### config.mk
export PLATFORM = sky130hd
export DESIGN_NAME = imem_dmem_arbiter
export DESIGN_NICKNAME = d
export VERILOG_FILES = /design/src/rtl/imem_dmem_arbiter.sv
export SDC_FILE = /design/constraint.sdc
export NUM_CORES = 1
export LEC_CHECK = 0
export ABC_CLOCK_PERIOD_IN_PS = 4400
export BUFFER_PORTS_ARGS = -buffer_cell sky130_fd_sc_hd__buf_2
export CORE_AREA = 4 4 101 103
export CTS_BUF_LIST = sky130_fd_sc_hd__clkbuf_4 sky130_fd_sc_hd__clkbuf_8
export CTS_CLUSTER_DIAMETER = 150
export DETAILED_ROUTE_END_ITERATION = 8
export DIE_AREA = 0 0 105 107
export PLACE_DENSITY = 0.83
export SLEW_MARGIN = 10
export SYNTH_ARGS = -nofsm -noshare
export SYNTH_HDL_FRONTEND = slang
export SYNTH_SLANG_ARGS = --single-unit
### constraint.sdc
create_clock -name clk -period 4.4 [get_ports clk]
set_clock_uncertainty 0.2 [all_clocks]
set_input_delay 1.32 -clock clk [delete_from_list [all_inputs] [get_ports clk]]
set_output_delay 1.32 -clock clk [all_outputs]
set_load 0.005 [all_outputs]
### src/rtl/imem_dmem_arbiter.sv
// Arbitrates the single-ported memory controller between instruction fetch and data accesses.
// Data accesses have priority; a starvation bound guarantees fetch progress, and flushed fetches are discarded.
module imem_dmem_arbiter #(
  parameter int ADDR_W     = 32,
  parameter int DATA_W     = 32,
  parameter int STARVE_MAX = 4
) (
  input  logic              clk,
  input  logic              rst,
  input  logic              if_req,
  input  logic [ADDR_W-1:0] if_addr,
  input  logic              if_flush,
  output logic              if_valid,
  output logic [DATA_W-1:0] if_rdata,
  output logic              if_stall,
  input  logic              d_req,
  input  logic              d_we,
  input  logic [ADDR_W-1:0] d_addr,
  input  logic [DATA_W-1:0] d_wdata,
  output logic              d_valid,
  output logic [DATA_W-1:0] d_rdata,
  output logic              d_stall,
  output logic              mem_req,
  output logic              mem_we,
  output logic [ADDR_W-1:0] mem_addr,
  output logic [DATA_W-1:0] mem_wdata,
  input  logic              mem_ack,
  input  logic [DATA_W-1:0] mem_rdata
);

  localparam int SW = $clog2(STARVE_MAX + 1);
  localparam logic [SW-1:0] STARVE_TOP = SW'(STARVE_MAX);

  typedef enum logic [1:0] {IDLE, BUSY_IF, BUSY_D} state_t;

  state_t            state, state_nxt;
  logic              kill, kill_nxt;
  logic [SW-1:0]     starve_cnt, starve_nxt;
  logic              mem_req_nxt, mem_we_nxt;
  logic [ADDR_W-1:0] mem_addr_nxt;
  logic [DATA_W-1:0] mem_wdata_nxt;
  logic              if_elig, grant_d, grant_if;

  always_ff @(posedge clk or posedge rst) begin
    if (rst) begin
      state      <= IDLE;
      kill       <= 1'b0;
      starve_cnt <= '0;
      mem_req    <= 1'b0;
      mem_we     <= 1'b0;
      mem_addr   <= '0;
      mem_wdata  <= '0;
    end else begin
      state      <= state_nxt;
      kill       <= kill_nxt;
      starve_cnt <= starve_nxt;
      mem_req    <= mem_req_nxt;
      mem_we     <= mem_we_nxt;
      mem_addr   <= mem_addr_nxt;
      mem_wdata  <= mem_wdata_nxt;
    end
  end

  always_comb begin
    state_nxt     = state;
    kill_nxt      = kill;
    starve_nxt    = starve_cnt;
    mem_req_nxt   = mem_req;
    mem_we_nxt    = mem_we;
    mem_addr_nxt  = mem_addr;
    mem_wdata_nxt = mem_wdata;
    if_elig       = if_req & ~if_flush;
    grant_d       = 1'b0;
    grant_if      = 1'b0;

    case (state)
      IDLE: begin
        kill_nxt = 1'b0;
        // Data wins a tie unless fetch has already waited STARVE_MAX data grants.
        grant_d  = d_req & (~if_elig | (starve_cnt != STARVE_TOP));
        grant_if = if_elig & ~grant_d;
        if (grant_d) begin
          state_nxt     = BUSY_D;
          mem_req_nxt   = 1'b1;
          mem_we_nxt    = d_we;
          mem_addr_nxt  = d_addr;
          mem_wdata_nxt = d_wdata;
          if (!if_req)
            starve_nxt = '0;
          else if (starve_cnt != STARVE_TOP)
            starve_nxt = starve_cnt + 1'b1;
        end else if (grant_if) begin
          state_nxt     = BUSY_IF;
          mem_req_nxt   = 1'b1;
          mem_we_nxt    = 1'b0;
          mem_addr_nxt  = if_addr;
          mem_wdata_nxt = '0;
          starve_nxt    = '0;
        end else if (!if_req) begin
          starve_nxt = '0;
        end
      end
      BUSY_IF: begin
        if (if_flush)
          kill_nxt = 1'b1;
        if (mem_ack) begin
          state_nxt   = IDLE;
          mem_req_nxt = 1'b0;
          mem_we_nxt  = 1'b0;
          kill_nxt    = 1'b0;
        end
      end
      BUSY_D: begin
        if (mem_ack) begin
          state_nxt   = IDLE;
          mem_req_nxt = 1'b0;
          mem_we_nxt  = 1'b0;
        end
      end
      default: state_nxt = IDLE;
    endcase
  end

  // A flush in the ack cycle itself must suppress the response, so the live flush joins the registered kill.
  assign if_valid = mem_ack & (state == BUSY_IF) & ~(kill | if_flush);
  assign d_valid  = mem_ack & (state == BUSY_D);
  assign if_rdata = mem_rdata;
  assign d_rdata  = mem_rdata;
  assign if_stall = if_req & ~if_valid;
  assign d_stall  = d_req & ~d_valid;

endmodule
==> metrics, run 1 <==
status finished clean; mux cell area share after synthesis 0.00994; Worst EP arrival 1.90 ns; Synth cell types 34; syn nets 527; Final Critical Period 3.42 ns; Sink Count 72; Max Used Layer met4; Synth Area in XOR/XNOR 0; CTS resizes 0; area grow syn2layout 15.7%; Mapped Area 0.00403 mm^2; CTS buffer count 9; yosys warns 0; detailed placement HPWL 8290 um; Hold Violations, Final 0; met2 WL 5840 um; pin count of the biggest net entering global routing 73; max_cap viols 0; Startpoint Class input pin; P_leak 2.32 nW; DRC Markers 0; Post-Synth Simple-Gate Area 0.0578; Synth Area in Adders 0.0186; sequential share of the synthesized area 0.447; RSZ-0062 raised after global routing false; antenna cell count 0; met3 wire length 1230 um; CP Capture Type primary output; proportion of netlist area held by the largest area contributor 0.447; Compound-Gate Fraction of Synth Area 0.293; # rows 35; R2R Setup Slk 1.78 ns; syn_area_per_cell 10.4 um^2; post-route cell area 0.00466 mm^2; Worst VDD drop 0.331 mV; Layout Nets 616; Pre-Repair DR Iteration Count 4; Post-Route WL 11600 um; Req. time, crit path 2.88 ns; area post-placement 0.00446 mm^2; cts hold-fix bufs 0; clock latency on the worst-skew pair 0.34 ns; GRT Residual Overflow 0; Hold Crit Class reg2reg; DR WL/cell 19.7 um; final core occ 0.507; pwr dens 654 mW/mm^2; initial drt markers 141; Slew @ Worst Pin 1.16 ns; met1 wire length 4400 um; Root Buffer clkbuf_8; Post-Syn Instances 386; final setup fails 0; clk slew on worst S/H paths 0.07 ns; largest family of logic cells by synthesized area compound AO/OA/AOI/OAI gates; Synth area leader dfrtp_1; Setup TNS 0 ns; io pins 269; Slew Viols, Final 0; Top FF cell, synth dfrtp_1; share of cells above drive strength 1 0.488; Post-DRT Antenna Nets 0; initial antenna violation count 0; crit share post-route 0.776; post-CTS setup buffers 0; top cells by area, synth dfrtp_1 (45%), buf_4 (12%), o221a_2 (8.9%), a22o_1 (7.0%), a2bb2oi_1 (7.0%); fraction of registers with async set or reset after synthesis 1.00; Reg area 0.00180 mm^2; first-pass GRT wire length 18500 um; vias in the first global route 3527; post-placement cell count 575; Worst Setup SP if_flush; DIE WIDTH 105 um; post-layout power 3.05 mW; worst setup margin 0.985 ns; DR vias 3351; Clock Path Buffers 2; post-route insts no fill 591; crit path max fanout 8; CP endpoint if_stall; drt via density 5.67; area of the multi-input gates 0.00156 mm^2; fill cell count 865; Core Region 0.00920 mm^2; Initial Utilization 0.438; pre-CTS setup slack 0.984 ns; #FFs+latches synth 72; R2R Path End mem_wdata[5]$_DFFE_PP0P_; area of the die 0.0112 mm^2; I/O Buffers 172; r2r startpoint starve_cnt[0]$_DFFE_PP0P_; GRT Util Overall 0.205; Fmax 293 MHz; number of flops mapped to enable cells by yosys 0; htree depth 3; r2r worst-path depth 5; Hold WS 0.305 ns; Die Y 107 um; TritonCTS clock tree done; Worst slew margin 0.223; Routability Congestion 0.787; Critical Setup Path Class in2out
-- worst min-delay path by stage --
stage,startpoint,end,slack [ns],depth (start not counted)
after floorplan,kill$_DFFE_PP0P_,kill$_DFFE_PP0P_,0.27,1
after global placement,kill$_DFFE_PP0P_,kill$_DFFE_PP0P_,0.28,1
after detailed placement,mem_wdata[27]$_DFFE_PP0P_,mem_wdata[27]$_DFFE_PP0P_,0.29,1
after CTS,mem_wdata[27]$_DFFE_PP0P_,mem_wdata[27]$_DFFE_PP0P_,0.31,1
after global routing,mem_wdata[13]$_DFFE_PP0P_,mem_wdata[13]$_DFFE_PP0P_,0.33,1
final,mem_wdata[18]$_DFFE_PP0P_,mem_wdata[18]$_DFFE_PP0P_,0.30,1
-- cells by family (layout without fill, tap and decap cells) --
family                     Yosys count  count (layout)
buffers and inverters              112             206
AOI/OAI and AO/OA                  142             142
and+or+nand+nor                     50              50
DFF                                 72              72
muxes                                4               4
adders and majority gates            6               6
-- cells in the mapped netlist (2+ instances only) --
| cell | number |
|---|---|
| a22o_1 | 32 |
| o221a_2 | 32 |
| buf_4 | 64 |
| ha_1 | 6 |
| o2111ai_1 | 2 |
| nor2_1 | 2 |
| buf_6 | 3 |
| a2bb2oi_1 | 32 |
| nor2b_1 | 5 |
| clkbuf_1 | 23 |
| o21ai_0 | 33 |
| a21oi_1 | 3 |
| dfrtp_1 | 72 |
| inv_1 | 11 |
| nand2_1 | 34 |
| buf_2 | 11 |
| mux2i_1 | 4 |
-- sequential cells by signal, summed over array words and instances, names as in the netlist --
register and cells:
mem_addr 32, mem_wdata 32, starve_cnt 3, state 2, kill 1, mem_req 1, mem_we 1
-- layout make-up --
class	instances	share of cell area
Clock buffer	10	0.0295
Clock inverter	6	0.0145
Inverter	11	0.00886
Multi-Input combinational cell	202	0.335
Sequential cell	72	0.387
Tap cell	111	0.0298
Timing Repair Buffer	179	0.196
-- per-layer routing --
| metal | global-route usage | vias up |
|---|---|---|
| met5 | 0 | - |
| met4 | 0.0553 | 0 |
| met3 | 0.0939 | 17 |
| met2 | 0.361 | 192 |
| met1 | 0.225 | 1611 |
| li1 | - | 1531 |
-- cell usage in the layout (no fill, tap or decap), types with 2 or more instances in the layout --
cell	n
a22o_1	32
o2111ai_1	2
buf_4	7
nand2_1	34
nor2b_1	4
inv_1	10
o21ai_0	33
a21oi_1	2
o221a_2	32
buf_2	172
a2bb2oi_1	32
mux2i_1	4
ha_1	6
nor2_1	2
clkbuf_8	10
clkinvlp_4	2
dfrtp_1	72
-- critical path, cell delays in order --
cell and delay (ns):
buf_2 0.15, nor3_1 0.23, nor2b_1 0.07, buf_2 0.13
-- power by group --
group / total [mW] / internal (mW) / switching [mW] / leakage, nW
registers: 1.18 / 0.987 / 0.194 / 0.864
clock network: 0.532 / 0.279 / 0.253 / 0.0989
logic: 1.34 / 0.717 / 0.621 / 1.35
(Power assumes the default switching activity.)
==> run 2: changes to the inputs <==
==> config.mk (replaced) <==
export PLATFORM = sky130hd
export DESIGN_NAME = imem_dmem_arbiter
export DESIGN_NICKNAME = d
export VERILOG_FILES = /design/src/rtl/imem_dmem_arbiter.sv
export SDC_FILE = /design/constraint.sdc
export NUM_CORES = 1
export LEC_CHECK = 0
export ABC_AREA = 1
export ABC_CLOCK_PERIOD_IN_PS = 2900
export BUFFER_PORTS_ARGS = -buffer_cell sky130_fd_sc_hd__buf_2
export CORE_ASPECT_RATIO = 1.5
export CORE_MARGIN = 4
export CORE_UTILIZATION = 40
export CTS_BUF_LIST = sky130_fd_sc_hd__clkbuf_4 sky130_fd_sc_hd__clkbuf_8
export CTS_CLUSTER_DIAMETER = 150
export DETAILED_ROUTE_END_ITERATION = 8
export PLACE_DENSITY = 0.8
export SLEW_MARGIN = 10
export SYNTH_ARGS = -nofsm -noshare
export SYNTH_HDL_FRONTEND = slang
export SYNTH_SLANG_ARGS = --single-unit
==> constraint.sdc (replaced) <==
create_clock -name clk -period 2.9 [get_ports clk]
set_clock_uncertainty 0.2 [all_clocks]
set_input_delay 0.87 -clock clk [delete_from_list [all_inputs] [get_ports clk]]
set_output_delay 0.87 -clock clk [all_outputs]
set_load 0.005 [all_outputs]
==> metrics, run 2 <==
pwr dens 930 mW/mm^2; Worst VDD drop 0.732 mV; post-CTS setup buffers 0; Post-Syn Instances 514; Worst path slowest cell dfrtp_1; initial antenna violation count 0; Req. time, crit path 1.83 ns; RSZ-0062 raised after global routing false; P_leak 2.80 nW; I/O Buffers 172; hold depth 2; switching share of power 0.381; max_cap viols 0; Synth cell types 20; power share of the combinational group 0.406; yosys warns 0; share of cells above drive strength 1 0.327; post-route insts no fill 737; Root Buffer clkbuf_8; sequential share of the synthesized area 0.440; antenna cell count 0; final setup fails 0; clock latency on the worst-skew pair 0.33 ns; CTS resizes 0; drt via density 4.82; Synth area leader dfrtp_1; top post-synthesis cells by count nand2_1 (178), dfrtp_1 (72), nand3_1 (71); initial drt markers 128; DR WL/cell 14.3 um; status finished clean; area post-placement 0.00453 mm^2; Startpoint Class flop; #FFs+latches synth 72; Layout Nets 756; biggest regs mem_addr x32, mem_wdata x32, starve_cnt x3; Hold Path End mem_wdata[19]$_DFFE_PP0P_; vias in the first global route 3337; final core occ 0.472; post-route cell area 0.00476 mm^2; critical path cell sequence inv_1, ha_1, nand2_1, nor3_1, nor2_1, buf_2; crit share post-route 0.872; r2r worst-path depth 7; min-delay src mem_wdata[19]$_DFFE_PP0P_; Post-DRT Antenna Nets 0; Seq pwr share 0.395; first-pass GRT wire length 16700 um; commonest non-fill, non-tap cell in the layout nand2_1; Pre-Repair DR Iteration Count 4; Critical Setup Path Class reg2out; Initial Utilization 0.406; Routability Congestion 0.745; Synth Area in XOR/XNOR 0.00214; Post-Route WL 10500 um; Power Internal 2.74 mW; DIE WIDTH 90.6 um; post-placement cell count 721; GRT Util Overall 0.174; Die Y 132 um; Core Region 0.0101 mm^2; htree depth 3; Clock Path Buffers 2; clock group share of total power 0.200; Top FF cell, synth dfrtp_1; fraction of registers with async set or reset after synthesis 1.00; fill cell count 1029; Hold WS 0.271 ns; clk slew on worst S/H paths 0.09 ns; Post-Synth Simple-Gate Area 0.320; DRC Markers 0; largest family of logic cells by synthesized area simple AND/OR/NAND/NOR gates; crit path max fanout 4; GRT Residual Overflow 0; TritonCTS clock tree done; syn nets 655; R2R Setup Slk 0.91 ns; Synth Area in Adders 0.0183; Fmax 396 MHz; CP Capture Type primary output; io pins 269; highest-count cells in the layout ignoring fill and taps nand2_1 (178), buf_2 (172), dfrtp_1 (72); most frequent cell after synthesis nand2_1; CTS buffer count 9; Hold Crit Class reg2reg; Slew Viols, Final 0; Mapped Area 0.00409 mm^2; area grow syn2layout 16.2%; r2r startpoint state[0]$_DFFE_PP0P_; Slew @ Worst Pin 0.476 ns; syn_area_per_cell 7.96 um^2; R2R Path End mem_wdata[17]$_DFFE_PP0P_; cts hold-fix bufs 0; DR vias 3555; crit-path max cell delay 0.42 ns; Compound-Gate Fraction of Synth Area 0.0125; Final Critical Period 2.53 ns; detailed placement HPWL 7600 um; NetSw 1.68 mW; Sink Count 72; proportion of netlist area held by the largest area contributor 0.440; # rows 45; number of flops mapped to enable cells by yosys 0; worst path bufs/invs 2; area of the die 0.0119 mm^2; Worst EP arrival 1.46 ns; mux cell area share after synthesis 0; delay-heaviest family, CP flip-flops; Worst slew margin 0.682; top cells by area, synth dfrtp_1 (44%), nand2_1 (16%), buf_4 (12%), nand3_1 (8.7%), nand3b_1 (5.9%); Hold Violations, Final 0; pin count of the biggest net entering global routing 73; Setup TNS 0 ns
-- run 2: cell families after synthesis --
family          count (synthesis)
fa+ha+maj                       6
buf+inv                       137
xor+xnor                        1
simple gates                  290
compound gates                  8
flops                          72
-- run 2: through the flow --
stage / total power [mW] / setup WS [ns]
2_1_floorplan: 2.91 / 0.00508
3_3_place_gp: 3.55 / 0.460
3_5_place_dp: 3.59 / 0.452
4_1_cts: 4.50 / 0.342
5_1_grt: 4.82 / 0.195
6_report: 4.42 / 0.372
-- run 2: worst max-delay path by stage --
| stage | from | endpoint | slack, ns | cells past startpoint |
|---|---|---|---|---|
| floorplan | rst | kill$_DFFE_PP0P_ | 0.005 | 1 |
| global placement | if_flush | if_stall | 0.46 | 4 |
| detailed placement | if_flush | if_stall | 0.45 | 4 |
| CTS | state[1]$_DFFE_PP0P_ | if_stall | 0.34 | 6 |
| global route | state[1]$_DFFE_PP0P_ | if_stall | 0.19 | 6 |
| finish | state[1]$_DFFE_PP0P_ | if_stall | 0.37 | 6 |
-- run 2: worst min-delay path, stage by stage, from the launching register on --
cell and delay, ns:
dfrtp_1 0.35, nand2_1 0.05, nand2_1 0.05
-- run 2: cell type report --
class                   instances  area (um^2)  area share
flip-flops and latches         72         1800       0.379
multi-input cells             305         1440       0.304
repair buffers                180          958       0.202
inverters                      47          181      0.0381
well taps                     117          146      0.0308
clock buffers                  10          131      0.0276
clock inverters                 6         92.6      0.0195
-- run 2: power by group through the flow --
stage | Sequential [mW] | Clock (mW) | Combinational, mW
floorplan | 1.80 | 0 | 1.11
global placement | 1.75 | 0 | 1.79
detailed placement | 1.76 | 0 | 1.83
CTS | 1.75 | 0.913 | 1.83
global route | 1.82 | 0.957 | 2.04
finish | 1.75 | 0.882 | 1.79
-- run 2: routing by layer --
metal  part of all wire  up-vias  GRT usage
li1                   -     1733          -
met1               0.37     1642      0.189
met2               0.52      131      0.305
met3              0.067       49     0.0394
met4              0.041        0      0.107
met5                  0        -          0
